## src/rtl/rr_req_grant_arbiter.sv

```systemverilog
// rr_req_grant_arbiter
//   Responder side of the req/grant handshake. Samples NUM_REQ level-sensitive
//   request lines and returns a registered one-hot grant, arbitrated
//   round-robin with a bounded hold time. A lone requester sees its grant one
//   edge after its request is first sampled.
//
// Ports
//   clk         : single clock, all logic on posedge
//   rst_n       : asynchronous active-low reset
//   req         : request lines, bit i = requester i
//   grant       : registered one-hot grant, all-zero when idle
//   grant_valid : registered OR of grant
//   grant_id    : index of current owner, 0 when grant_valid = 0
//   hold_cnt    : cycles the current owner has held grant, saturating at MAX_HOLD
module rr_req_grant_arbiter #(
  parameter int unsigned NUM_REQ  = 4,
  parameter int unsigned MAX_HOLD = 8,
  parameter int unsigned ID_W     = $clog2(NUM_REQ)
) (
  input  logic                            clk,
  input  logic                            rst_n,
  input  logic [NUM_REQ-1:0]              req,
  output logic [NUM_REQ-1:0]              grant,
  output logic                            grant_valid,
  output logic [ID_W-1:0]                 grant_id,
  output logic [$clog2(MAX_HOLD+1)-1:0]   hold_cnt
);

  localparam int unsigned HOLD_W  = $clog2(MAX_HOLD + 1);
  // One extra bit so last_id + 1 + offset never overflows before wrapping.
  localparam int unsigned START_W = ID_W + 1;

  localparam logic [HOLD_W-1:0] HOLD_MAX  = HOLD_W'(MAX_HOLD);
  localparam logic [HOLD_W-1:0] HOLD_ONE  = HOLD_W'(1);
  localparam logic [ID_W-1:0]   LAST_RST  = ID_W'(NUM_REQ - 1);
  localparam logic [START_W-1:0] NUM_REQ_S = START_W'(NUM_REQ);

  typedef enum logic [1:0] {
    ST_IDLE  = 2'd0,
    ST_GRANT = 2'd1,
    ST_GAP   = 2'd2
  } state_e;

  state_e               state_q, state_d;
  logic [NUM_REQ-1:0]   grant_q, grant_d;
  logic                 valid_q, valid_d;
  logic [ID_W-1:0]      id_q,    id_d;
  logic [HOLD_W-1:0]    hold_q,  hold_d;
  logic [ID_W-1:0]      last_q,  last_d;

  logic                 owner_req_c;
  logic                 others_c;
  logic                 any_req_c;
  logic                 at_max_c;
  logic [ID_W-1:0]      search_base_c;
  logic [ID_W-1:0]      winner_c;

  // Round-robin pick: first set bit of r searching from base+1 upward with wrap.
  // The request vector is rotated so the search start lands on bit 0, then the
  // lowest set bit is mapped back to an absolute index.
  function automatic logic [ID_W-1:0] rr_pick(input logic [NUM_REQ-1:0] r,
                                               input logic [ID_W-1:0]    base);
    logic [2*NUM_REQ-1:0] dbl;
    logic [NUM_REQ-1:0]   rot;
    logic [NUM_REQ-1:0]   sh;
    logic [START_W-1:0]   start;
    logic [START_W-1:0]   idx;
    logic                 found;
    logic [ID_W-1:0]      win;
    start = START_W'(base) + START_W'(1);
    dbl   = {r, r};
    rot   = NUM_REQ'(dbl >> start);
    idx   = '0;
    found = 1'b0;
    win   = '0;
    for (int unsigned j = 0; j < NUM_REQ; j++) begin
      sh = rot >> j;
      if (!found && sh[0]) begin
        found = 1'b1;
        idx   = start + START_W'(j);
        if (idx >= NUM_REQ_S) begin
          idx = idx - NUM_REQ_S;
        end
        win = ID_W'(idx);
      end
    end
    return win;
  endfunction

  // Request classification relative to the current owner.
  always_comb begin
    owner_req_c = |(req & grant_q);
    others_c    = |(req & ~grant_q);
    any_req_c   = |req;
    at_max_c    = (hold_q == HOLD_MAX);
  end

  // State register.
  always_ff @(posedge clk or negedge rst_n) begin
    if (!rst_n) begin
      state_q <= ST_IDLE;
    end else begin
      state_q <= state_d;
    end
  end

  // Next-state logic.
  always_comb begin
    state_d = state_q;
    unique case (state_q)
      ST_IDLE: begin
        if (any_req_c) begin
          state_d = ST_GRANT;
        end
      end
      ST_GRANT: begin
        if (owner_req_c && (!at_max_c || !others_c)) begin
          state_d = ST_GRANT;
        end else if (!owner_req_c && others_c) begin
          state_d = ST_GRANT;
        end else if (!owner_req_c) begin
          state_d = ST_IDLE;
        end else begin
          // Owner still requesting but has used its full hold while others wait.
          state_d = ST_GAP;
        end
      end
      ST_GAP: begin
        state_d = any_req_c ? ST_GRANT : ST_IDLE;
      end
      default: begin
        state_d = ST_IDLE;
      end
    endcase
  end

  // A departing owner becomes the round-robin reference; otherwise last_id holds.
  always_comb begin
    search_base_c = (state_q == ST_GRANT) ? id_q : last_q;
    winner_c      = rr_pick(req, search_base_c);
  end

  // Output logic: next values of the registered outputs.
  always_comb begin
    grant_d = '0;
    valid_d = 1'b0;
    id_d    = '0;
    hold_d  = '0;
    last_d  = last_q;
    if (state_d == ST_GRANT) begin
      valid_d = 1'b1;
      if ((state_q == ST_GRANT) && owner_req_c) begin
        grant_d = grant_q;
        id_d    = id_q;
        hold_d  = at_max_c ? hold_q : (hold_q + HOLD_ONE);
      end else begin
        grant_d = NUM_REQ'(1) << winner_c;
        id_d    = winner_c;
        hold_d  = HOLD_ONE;
        if (state_q == ST_GRANT) begin
          last_d = id_q;
        end
      end
    end else if (state_q == ST_GRANT) begin
      last_d = id_q;
    end
  end

  // Registered outputs and round-robin pointer.
  always_ff @(posedge clk or negedge rst_n) begin
    if (!rst_n) begin
      grant_q <= '0;
      valid_q <= 1'b0;
      id_q    <= '0;
      hold_q  <= '0;
      last_q  <= LAST_RST;
    end else begin
      grant_q <= grant_d;
      valid_q <= valid_d;
      id_q    <= id_d;
      hold_q  <= hold_d;
      last_q  <= last_d;
    end
  end

  assign grant       = grant_q;
  assign grant_valid = valid_q;
  assign grant_id    = id_q;
  assign hold_cnt    = hold_q;

endmodule

```

## config.mk

```make
export PLATFORM = sky130hd
export DESIGN_NAME = rr_req_grant_arbiter
export DESIGN_NICKNAME = d
export VERILOG_FILES = /design/src/rtl/rr_req_grant_arbiter.sv
export SDC_FILE = /design/constraint.sdc
export NUM_CORES = 1
export LEC_CHECK = 0
export ABC_CLOCK_PERIOD_IN_PS = 4000
export BUFFER_PORTS_ARGS = -buffer_cell sky130_fd_sc_hd__buf_2
export CAP_MARGIN = 25
export CORE_MARGIN = 5
export CORE_UTILIZATION = 57
export CTS_BUF_LIST = sky130_fd_sc_hd__clkbuf_4 sky130_fd_sc_hd__clkbuf_8 sky130_fd_sc_hd__clkbuf_16
export CTS_CLUSTER_DIAMETER = 50
export DETAILED_ROUTE_END_ITERATION = 8
export PLACE_DENSITY = 0.86
export RECOVER_POWER = 50
export SYNTH_ARGS = -nofsm -noshare
export SYNTH_HDL_FRONTEND = slang
export SYNTH_SLANG_ARGS = --single-unit
```

## constraint.sdc

```tcl
create_clock -name clk -period 4 [get_ports clk]
set_input_delay 0.8 -clock clk [delete_from_list [all_inputs] [get_ports clk]]
set_output_delay 0.8 -clock clk [all_outputs]
set_load 0.02 [all_outputs]
```

==> results of run 1 <==
-- path summary, 6_finish.rpt --
kind                                   from     endpoint  cells past startpoint
worst min register to register    last_q[0]    last_q[0]                      2
worst min-delay path              last_q[0]    last_q[0]                      2
worst max register to register  hold_cnt[0]    last_q[1]                      7
min in group asynchronous             rst_n  hold_cnt[2]                      1
max in group asynchronous             rst_n     grant[0]                      1
worst max-delay path                 req[0]    last_q[1]                      7
-- report_power, final --
part | leakage [nW] | internal [mW] | switching, mW
clock network | 0.0177 | 0.0371 | 0.0498
logic | 0.263 | 0.139 | 0.186
registers | 0.181 | 0.206 | 0.0524
total | 0.462 | 0.383 | 0.289
-- registers in the layout (all words and copies together) (netlist names) --
signal,count
grant_id,2
hold_cnt,4
state_q,2
last_q,2
grant,4
grant_valid,1
-- per-layer routing --
layer / wire [um] / global-route usage, % / part of all wire, %
met1: 778 / 21.50 / 45
met2: 863 / 25.11 / 50
met3: 80 / 4.819 / 4.6
met4: 12 / 3.930 / 0.69
met5: 0 / 0 / 0
-- cell type report --
class                   count  area [um2]
fillers                   124       504.2
multi-input cells          60       459.2
flip-flops and latches     15       377.9
repair buffers             16       73.82
inverters                   7       26.28
clock buffers               3       22.52
well taps                  16       20.02
clock inverters             1       5.005
-- worst min-delay path, stage by stage, from the launching register on --
cell and delay (ps):
sky130_fd_sc_hd__dfstp_2 380, sky130_fd_sc_hd__inv_1 70, sky130_fd_sc_hd__mux2i_1 70
-- cells in the final DEF (no fill, tap or decap), types with 2 or more instances in the layout --
cell                        n
sky130_fd_sc_hd__a211o_1    2
sky130_fd_sc_hd__a21oi_1    7
sky130_fd_sc_hd__a22o_1     2
sky130_fd_sc_hd__buf_2     11
sky130_fd_sc_hd__clkbuf_1   5
sky130_fd_sc_hd__clkbuf_4   3
sky130_fd_sc_hd__dfrtp_1   13
sky130_fd_sc_hd__dfstp_2    2
sky130_fd_sc_hd__ha_1       2
sky130_fd_sc_hd__inv_1      7
sky130_fd_sc_hd__mux2i_1    5
sky130_fd_sc_hd__nand2_1    3
sky130_fd_sc_hd__nand2b_1   4
sky130_fd_sc_hd__nand3b_1   2
sky130_fd_sc_hd__nor2_1    11
-- metrics by stage --
stage / power (mW) / setup WS, ps / instance area (um2) / std cells / util, %
final: 0.6717 / 1812 / 984.7 / 118 / 66.13
after floorplan: 0.5054 / 1762 / 887.1 / 85 / -
after CTS: 0.6801 / 1815 / 991.0 / 118 / 66.55
after detailed placement: 0.5940 / 1504 / 963.4 / 114 / 64.71
after global routing: 0.7283 / 1695 / 984.7 / 118 / 66.13
after global placement: 0.5803 / 1543 / 963.4 / 114 / 64.71
-- logic make-up after synthesis --
family | after synthesis | share of synthesized area (%)
AND/OR/NAND/NOR | 29 | 18.62
buffers and inverters | 10 | 5.642
AO/OA/AOI/OAI | 19 | 18.48
adder cells (fa/ha/maj) | 2 | 2.820
XOR/XNOR | 2 | 1.975
flip-flops | 15 | 42.59
multiplexers | 8 | 9.873
==> report_table.html, run 1 <==
<table>
<tr><th>Metric</th><th>Value</th></tr>
<tr><th colspan="2">Setup path</th></tr>
<tr><td>Reg-to-reg setup timing slack</td><td>1860 ps</td></tr>
<tr><td>Most frequent CP cell</td><td>sky130_fd_sc_hd__a22o_1</td></tr>
<tr><td>Startpoint class of the critical path</td><td>primary input</td></tr>
<tr><td>Setup crit end kind</td><td>flip-flop</td></tr>
<tr><td>Arrival time reported for the critical path endpoint</td><td>2410 ps</td></tr>
<tr><td>Worst Path Buf+Inv</td><td>1</td></tr>
<tr><td>CP max-delay cell</td><td>sky130_fd_sc_hd__a22o_1</td></tr>
<tr><td>Top fanout value on the critical path</td><td>10</td></tr>
<tr><td>Top delay family on crit path</td><td>compound AO/OA/AOI/OAI gates</td></tr>
<tr><td>Delay contributed by the slowest stage of the critical path</td><td>350 ps</td></tr>
<tr><td>Worst setup path category</td><td>primary input to flip-flop</td></tr>
<tr><td>Chain of cells forming the critical path</td><td>buf_2, a22o_1, a221oi_4, o31ai_1, a22o_1, nand2b_4, mux2_4</td></tr>
<tr><td>Required time reported for the critical path endpoint</td><td>4220 ps</td></tr>
<tr><th colspan="2">Finish</th></tr>
<tr><td>Nets</td><td>111</td></tr>
<tr><td>Area Overhead vs Synth</td><td>11.00%</td></tr>
<tr><td>Antenna diode instance count</td><td>0</td></tr>
<tr><td>Fraction of layout instances using a drive strength above 1</td><td>22.55%</td></tr>
<tr><th colspan="2">Detailed routing</th></tr>
<tr><td>DRC violations left</td><td>0</td></tr>
<tr><td>Routed vias</td><td>678</td></tr>
<tr><td>Routed wire length</td><td>1735 um</td></tr>
<tr><td>Wirelength per Cell</td><td>14.70 um</td></tr>
<tr><td>Remaining number of nets flagged by the antenna check after routing</td><td>0</td></tr>
<tr><td>Number of DRC violations after detailed-routing iteration 0</td><td>4</td></tr>
<tr><td>Drt first pass iters</td><td>4</td></tr>
<tr><td>Post-detailed-route via-to-cell ratio</td><td>5.746</td></tr>
<tr><th colspan="2">Clock network</th></tr>
<tr><td>Hold-fix buffers, CTS</td><td>0</td></tr>
<tr><td>Clock slew at reported path FFs</td><td>90 ps</td></tr>
<tr><td>CTS H-tree depth</td><td>1</td></tr>
<tr><td>Post-cts sizing count</td><td>0</td></tr>
<tr><td>Cts bufs inserted</td><td>3</td></tr>
<tr><td>Post-CTS setup buffer count</td><td>0</td></tr>
<tr><td>Number of buffers on the longest clock path</td><td>2</td></tr>
<tr><td>Clock root cell</td><td>sky130_fd_sc_hd__clkbuf_4</td></tr>
<tr><td>CTS sink count</td><td>15</td></tr>
<tr><td>Clock Latency Late Sink</td><td>280 ps</td></tr>
<tr><td>CTS tree</td><td>yes</td></tr>
<tr><th colspan="2">Synthesis</th></tr>
<tr><td>Total standard cell area after synthesis</td><td>887.1 um2</td></tr>
<tr><td>Cell type contributing the most total cell area after synthesis</td><td>sky130_fd_sc_hd__dfrtp_1</td></tr>
<tr><td>Top post-synthesis cells by area</td><td>sky130_fd_sc_hd__dfrtp_1 (37%), sky130_fd_sc_hd__dfstp_2 (5.9%), sky130_fd_sc_hd__mux2i_1 (5.6%)</td></tr>
<tr><td>Post-synthesis sequential area ratio</td><td>42.60%</td></tr>
<tr><td>Fraction of synthesis flops using an asynchronous set or reset pin</td><td>100.0%</td></tr>
<tr><td>Instance count of the mapped netlist</td><td>85</td></tr>
<tr><td>Post-synth EDFFs</td><td>0</td></tr>
<tr><td>Post-synthesis register bit count</td><td>15</td></tr>
<tr><td>Net Count, Synth</td><td>93</td></tr>
<tr><td>Most common cell in the synthesized netlist</td><td>sky130_fd_sc_hd__dfrtp_1</td></tr>
<tr><td>Post-Syn Area per Cell</td><td>10.44 um2</td></tr>
<tr><td>Most used standard cells in the synthesized netlist</td><td>sky130_fd_sc_hd__dfrtp_1 (13), sky130_fd_sc_hd__nor2_1 (11), sky130_fd_sc_hd__a21oi_1 (7), sky130_fd_sc_hd__inv_1 (7), sky130_fd_sc_hd__mux2i_1 (5)</td></tr>
<tr><td>Ys Warns</td><td>0</td></tr>
<tr><td>Synth top area share</td><td>36.67%</td></tr>
<tr><td>Most used flip-flop cell after synthesis</td><td>sky130_fd_sc_hd__dfrtp_1</td></tr>
<tr><td>Number of distinct library cells after synthesis</td><td>37</td></tr>
<tr><th colspan="2">Floorplan</th></tr>
<tr><td>Number of primary I/O pins</td><td>17</td></tr>
<tr><td>Die outline height</td><td>49.45 um</td></tr>
<tr><td>Horizontal die dimension</td><td>49.45 um</td></tr>
<tr><td>Initial cell density of the core</td><td>59.58%</td></tr>
<tr><td>Standard-cell row count</td><td>14</td></tr>
<tr><td>Overall die area</td><td>2445 um2</td></tr>
<tr><td>Core footprint</td><td>1489 um2</td></tr>
<tr><th colspan="2">Timing</th></tr>
<tr><td>Worst Tran Pin Value</td><td>780.2 ps</td></tr>
<tr><td>Final worst path period need</td><td>2188 ps</td></tr>
<tr><td>Unrepaired setup endpoints after global routing</td><td>false</td></tr>
<tr><td>Final Cycle Share</td><td>54.71%</td></tr>
<tr><td>Worst slew slack as a fraction of its limit</td><td>47.80%</td></tr>
<tr><td>Number of slew-limit violations in the final report</td><td>0</td></tr>
<tr><td>Total negative slack for setup checks</td><td>0 ps</td></tr>
<tr><td>Final hold slack</td><td>518.2 ps</td></tr>
<tr><td>Fmax</td><td>457.0 MHz</td></tr>
<tr><td>Final count of negative-setup-slack endpoints</td><td>0</td></tr>
<tr><td>Fin Clk Skew</td><td>1.718 ps</td></tr>
<tr><td>Number of failing hold endpoints at the final stage</td><td>0</td></tr>
<tr><th colspan="2">Placed design</th></tr>
<tr><td>Buffers on Ports</td><td>16</td></tr>
<tr><td>Sum of net half-perimeters after detailed placement</td><td>1389 um</td></tr>
<tr><td>Global placement routability congestion</td><td>0.8607</td></tr>
<tr><th colspan="2">Global route</th></tr>
<tr><td>First-pass GRT wire length</td><td>3049 um</td></tr>
<tr><td>Maximum number of pins on one net before global-route repair</td><td>16</td></tr>
<tr><td>GRT Residual Overflow</td><td>0</td></tr>
<tr><td>GRT Total Usage</td><td>15.97%</td></tr>
<tr><td>Number of global-route vias before repair</td><td>680</td></tr>
<tr><td>Initial antenna violation count</td><td>0</td></tr>
<tr><th colspan="2">Power and ir drop</th></tr>
<tr><td>Pwr per Cell Area</td><td>682.1 nW/um2</td></tr>
<tr><td>Maximum vdd drop</td><td>395.3 uV</td></tr>
<tr><td>Leakage power of the design</td><td>0.4618 nW</td></tr>
<tr><th colspan="2">Run status</th></tr>
<tr><td>Run status</td><td>completed</td></tr>
<tr><th colspan="2">Hold path</th></tr>
<tr><td>Type of the most critical hold path</td><td>flip-flop to flip-flop</td></tr>
<tr><th colspan="2">Job</th></tr>
<tr><td>Max_cap viols</td><td>0</td></tr>
</table>
Note: power is estimated with default switching activity, not from simulation.
==> run 2: changes to the inputs <==
- ABC_CLOCK_PERIOD_IN_PS: 4000 -> 1800
- CORE_UTILIZATION: 57 -> 48
- PLACE_DENSITY: 0.86 -> 0.78
- clock period: 4 -> 1.8 ns (I/O delays scaled with it)
==> run 2 against run 1 <==
Against the previous run: the run now ends with negative setup slack left; routed wire length increased by 23%; die area up 15%; register-to-register slack got worse by 1900 ps; worst setup slack got worse by 1800 ps; non-clock buffer count up 19; largest cell class unchanged.
==> report_table.html, run 2 (synthesized netlist as in run 1, its figures left out) <==
<table>
<tr><th>Metric</th><th>Value</th></tr>
<tr><th colspan="2">Run status</th></tr>
<tr><td>Run status</td><td>complete, but fails checks</td></tr>
<tr><td>Violated checks</td><td>negative setup slack</td></tr>
<tr><th colspan="2">Finish</th></tr>
<tr><td>Fin util</td><td>69.25%</td></tr>
<tr><td>Most common library cell in the layout ignoring fill and taps</td><td>sky130_fd_sc_hd__buf_4</td></tr>
<tr><td>Leading cell types in the layout, fill and taps excluded</td><td>sky130_fd_sc_hd__buf_4 (18), sky130_fd_sc_hd__buf_2 (14), sky130_fd_sc_hd__dfrtp_1 (9)</td></tr>
<tr><td>Fraction of layout instances using a drive strength above 1</td><td>47.11%</td></tr>
<tr><td>Summed area of non-filler cells in the final layout</td><td>1209 um2</td></tr>
<tr><td>Flip-flop and latch area</td><td>382.9 um2</td></tr>
<tr><td>Area Overhead vs Synth</td><td>36.25%</td></tr>
<tr><td>Antenna diode instance count</td><td>0</td></tr>
<tr><td>Nets</td><td>130</td></tr>
<tr><td>Filler cells</td><td>138</td></tr>
<tr><td>Post-route non-filler standard cell count</td><td>146</td></tr>
<tr><td>Multi-input gate area in the final layout</td><td>518.0 um2</td></tr>
<tr><th colspan="2">Floorplan</th></tr>
<tr><td>Standard-cell row count</td><td>15</td></tr>
<tr><td>Horizontal die dimension</td><td>52.99 um</td></tr>
<tr><td>Die outline height</td><td>52.99 um</td></tr>
<tr><td>Overall die area</td><td>2808 um2</td></tr>
<tr><td>Initial cell density of the core</td><td>50.82%</td></tr>
<tr><td>Core footprint</td><td>1745 um2</td></tr>
<tr><td>Number of primary I/O pins</td><td>17</td></tr>
<tr><th colspan="2">Hold path</th></tr>
<tr><td>Min-Delay Endpoint</td><td>last_q[0]</td></tr>
<tr><td>Worst hold path cell count</td><td>2</td></tr>
<tr><td>Critical hold path startpoint</td><td>last_q[0]</td></tr>
<tr><td>Type of the most critical hold path</td><td>flip-flop to flip-flop</td></tr>
<tr><th colspan="2">Setup path</th></tr>
<tr><td>Arrival time reported for the critical path endpoint</td><td>2060 ps</td></tr>
<tr><td>Start point of the critical path</td><td>state_q[1]</td></tr>
<tr><td>Top fanout value on the critical path</td><td>6</td></tr>
<tr><td>Startpoint class of the critical path</td><td>flip-flop</td></tr>
<tr><td>Reg-to-reg setup timing slack</td><td>-30 ps</td></tr>
<tr><td>Required time reported for the critical path endpoint</td><td>2030 ps</td></tr>
<tr><td>Worst setup path category</td><td>flip-flop to flip-flop</td></tr>
<tr><td>Cell depth of the worst flop-to-flop path</td><td>6</td></tr>
<tr><td>Worst flop-to-flop path endpoint</td><td>grant[0]</td></tr>
<tr><td>Setup crit end kind</td><td>flip-flop</td></tr>
<tr><td>Reg-to-Reg Start</td><td>state_q[1]</td></tr>
<tr><th colspan="2">Clock network</th></tr>
<tr><td>CTS H-tree depth</td><td>1</td></tr>
<tr><td>CTS sink count</td><td>15</td></tr>
<tr><td>Clock root cell</td><td>sky130_fd_sc_hd__clkbuf_4</td></tr>
<tr><td>Cts bufs inserted</td><td>3</td></tr>
<tr><td>Clock slew at reported path FFs</td><td>100 ps</td></tr>
<tr><td>Clock Latency Late Sink</td><td>310 ps</td></tr>
<tr><td>Number of buffers on the longest clock path</td><td>2</td></tr>
<tr><td>CTS tree</td><td>yes</td></tr>
<tr><th colspan="2">Timing</th></tr>
<tr><td>Final hold slack</td><td>532.0 ps</td></tr>
<tr><td>Final worst path period need</td><td>1832 ps</td></tr>
<tr><td>Total negative slack for setup checks</td><td>-58.78 ps</td></tr>
<tr><td>Worst Tran Pin Value</td><td>784.2 ps</td></tr>
<tr><td>Number of failing hold endpoints at the final stage</td><td>0</td></tr>
<tr><td>Unrepaired setup endpoints after global routing</td><td>true</td></tr>
<tr><td>Final Cycle Share</td><td>101.8%</td></tr>
<tr><td>Number of slew-limit violations in the final report</td><td>0</td></tr>
<tr><td>Least setup slack across all paths after layout</td><td>-31.94 ps</td></tr>
<tr><td>Worst slew slack as a fraction of its limit</td><td>47.72%</td></tr>
<tr><td>Fin Clk Skew</td><td>7.739 ps</td></tr>
<tr><td>Final count of negative-setup-slack endpoints</td><td>3</td></tr>
<tr><td>Fmax</td><td>545.9 MHz</td></tr>
<tr><th colspan="2">Global route</th></tr>
<tr><td>First-pass GRT wire length</td><td>3657 um</td></tr>
<tr><td>Number of global-route vias before repair</td><td>818</td></tr>
<tr><td>GRT Total Usage</td><td>18.62%</td></tr>
<tr><td>Initial antenna violation count</td><td>0</td></tr>
<tr><td>GRT Residual Overflow</td><td>0</td></tr>
<tr><td>Maximum number of pins on one net before global-route repair</td><td>16</td></tr>
<tr><th colspan="2">Power and ir drop</th></tr>
<tr><td>Maximum vdd drop</td><td>893.5 uV</td></tr>
<tr><td>Leakage power of the design</td><td>0.5684 nW</td></tr>
<tr><td>Total power</td><td>1.746 mW</td></tr>
<tr><td>Pwr per Cell Area</td><td>1445 nW/um2</td></tr>
<tr><th colspan="2">Detailed routing</th></tr>
<tr><td>Remaining number of nets flagged by the antenna check after routing</td><td>0</td></tr>
<tr><td>Number of DRC violations after detailed-routing iteration 0</td><td>12</td></tr>
<tr><td>Wirelength per Cell</td><td>14.56 um</td></tr>
<tr><td>Drt first pass iters</td><td>4</td></tr>
<tr><td>DRC violations left</td><td>0</td></tr>
<tr><td>Post-detailed-route via-to-cell ratio</td><td>5.274</td></tr>
<tr><td>Routed wire length</td><td>2126 um</td></tr>
<tr><td>Routed vias</td><td>770</td></tr>
<tr><th colspan="2">Placed design</th></tr>
<tr><td>Global placement routability congestion</td><td>0.8939</td></tr>
<tr><td>Area after detailed placement</td><td>1085 um2</td></tr>
<tr><td>Minimum setup slack after placement</td><td>-76.59 ps</td></tr>
<tr><td>DP Cell Count</td><td>137</td></tr>
<tr><td>Sum of net half-perimeters after detailed placement</td><td>1568 um</td></tr>
<tr><td>Buffers on Ports</td><td>16</td></tr>
<tr><th colspan="2">Job</th></tr>
<tr><td>Max_cap viols</td><td>0</td></tr>
</table>
## run 2: power breakdown
| group | total, mW | internal [mW] | switching [mW] | leakage, nW |
|---|---|---|---|---|
| Sequential | 0.586 | 0.466 | 0.120 | 0.176 |
| Clock | 0.206 | 0.0831 | 0.123 | 0.0177 |
| Combinational | 0.955 | 0.462 | 0.493 | 0.375 |
## run 2: what timing repair did
item,in CTS,in global routing
gates cloned,0,0
buffers inserted,0,4
endpoints found under the hold margin,13,0
setup endpoints to repair,6,10
pin swaps,1,4
hold buffers,1,0
resized for setup,3,9
## run 2: cell type report
cell class	instances	share of cell area (%)
Clock inverter	1	0.4141
Tap cell	25	2.588
Sequential cell	15	31.68
Clock buffer	3	1.863
Inverter	7	2.174
Timing Repair Buffer	35	18.43
Multi-Input combinational cell	60	42.86
## run 2: per-layer routing
layer | track usage (%) | vias up | share of wire (%)
li1 | - | 372 | -
met1 | 19.30 | 382 | 43
met2 | 30.58 | 10 | 50
met3 | 7.042 | 6 | 3.2
met4 | 13.19 | 0 | 3.5
met5 | 0 | - | 0
## run 2: critical path: stages (launching register included)
cell                        delay (ps)
sky130_fd_sc_hd__dfrtp_1           390
sky130_fd_sc_hd__nand2b_2          260
sky130_fd_sc_hd__mux2_1            390
sky130_fd_sc_hd__a2bb2oi_2         170
sky130_fd_sc_hd__o21ai_2            80
sky130_fd_sc_hd__or3b_1            350
sky130_fd_sc_hd__a21oi_1           120
## run 2: worst max-delay path by stage
stage	slack (ps)	end
2_1_floorplan	-90	last_q[1]
3_3_place_gp	-20	grant[0]
3_5_place_dp	-80	grant[0]
4_1_cts	-30	grant[0]
5_1_grt	-90	last_q[1]
6_report	-30	grant[0]
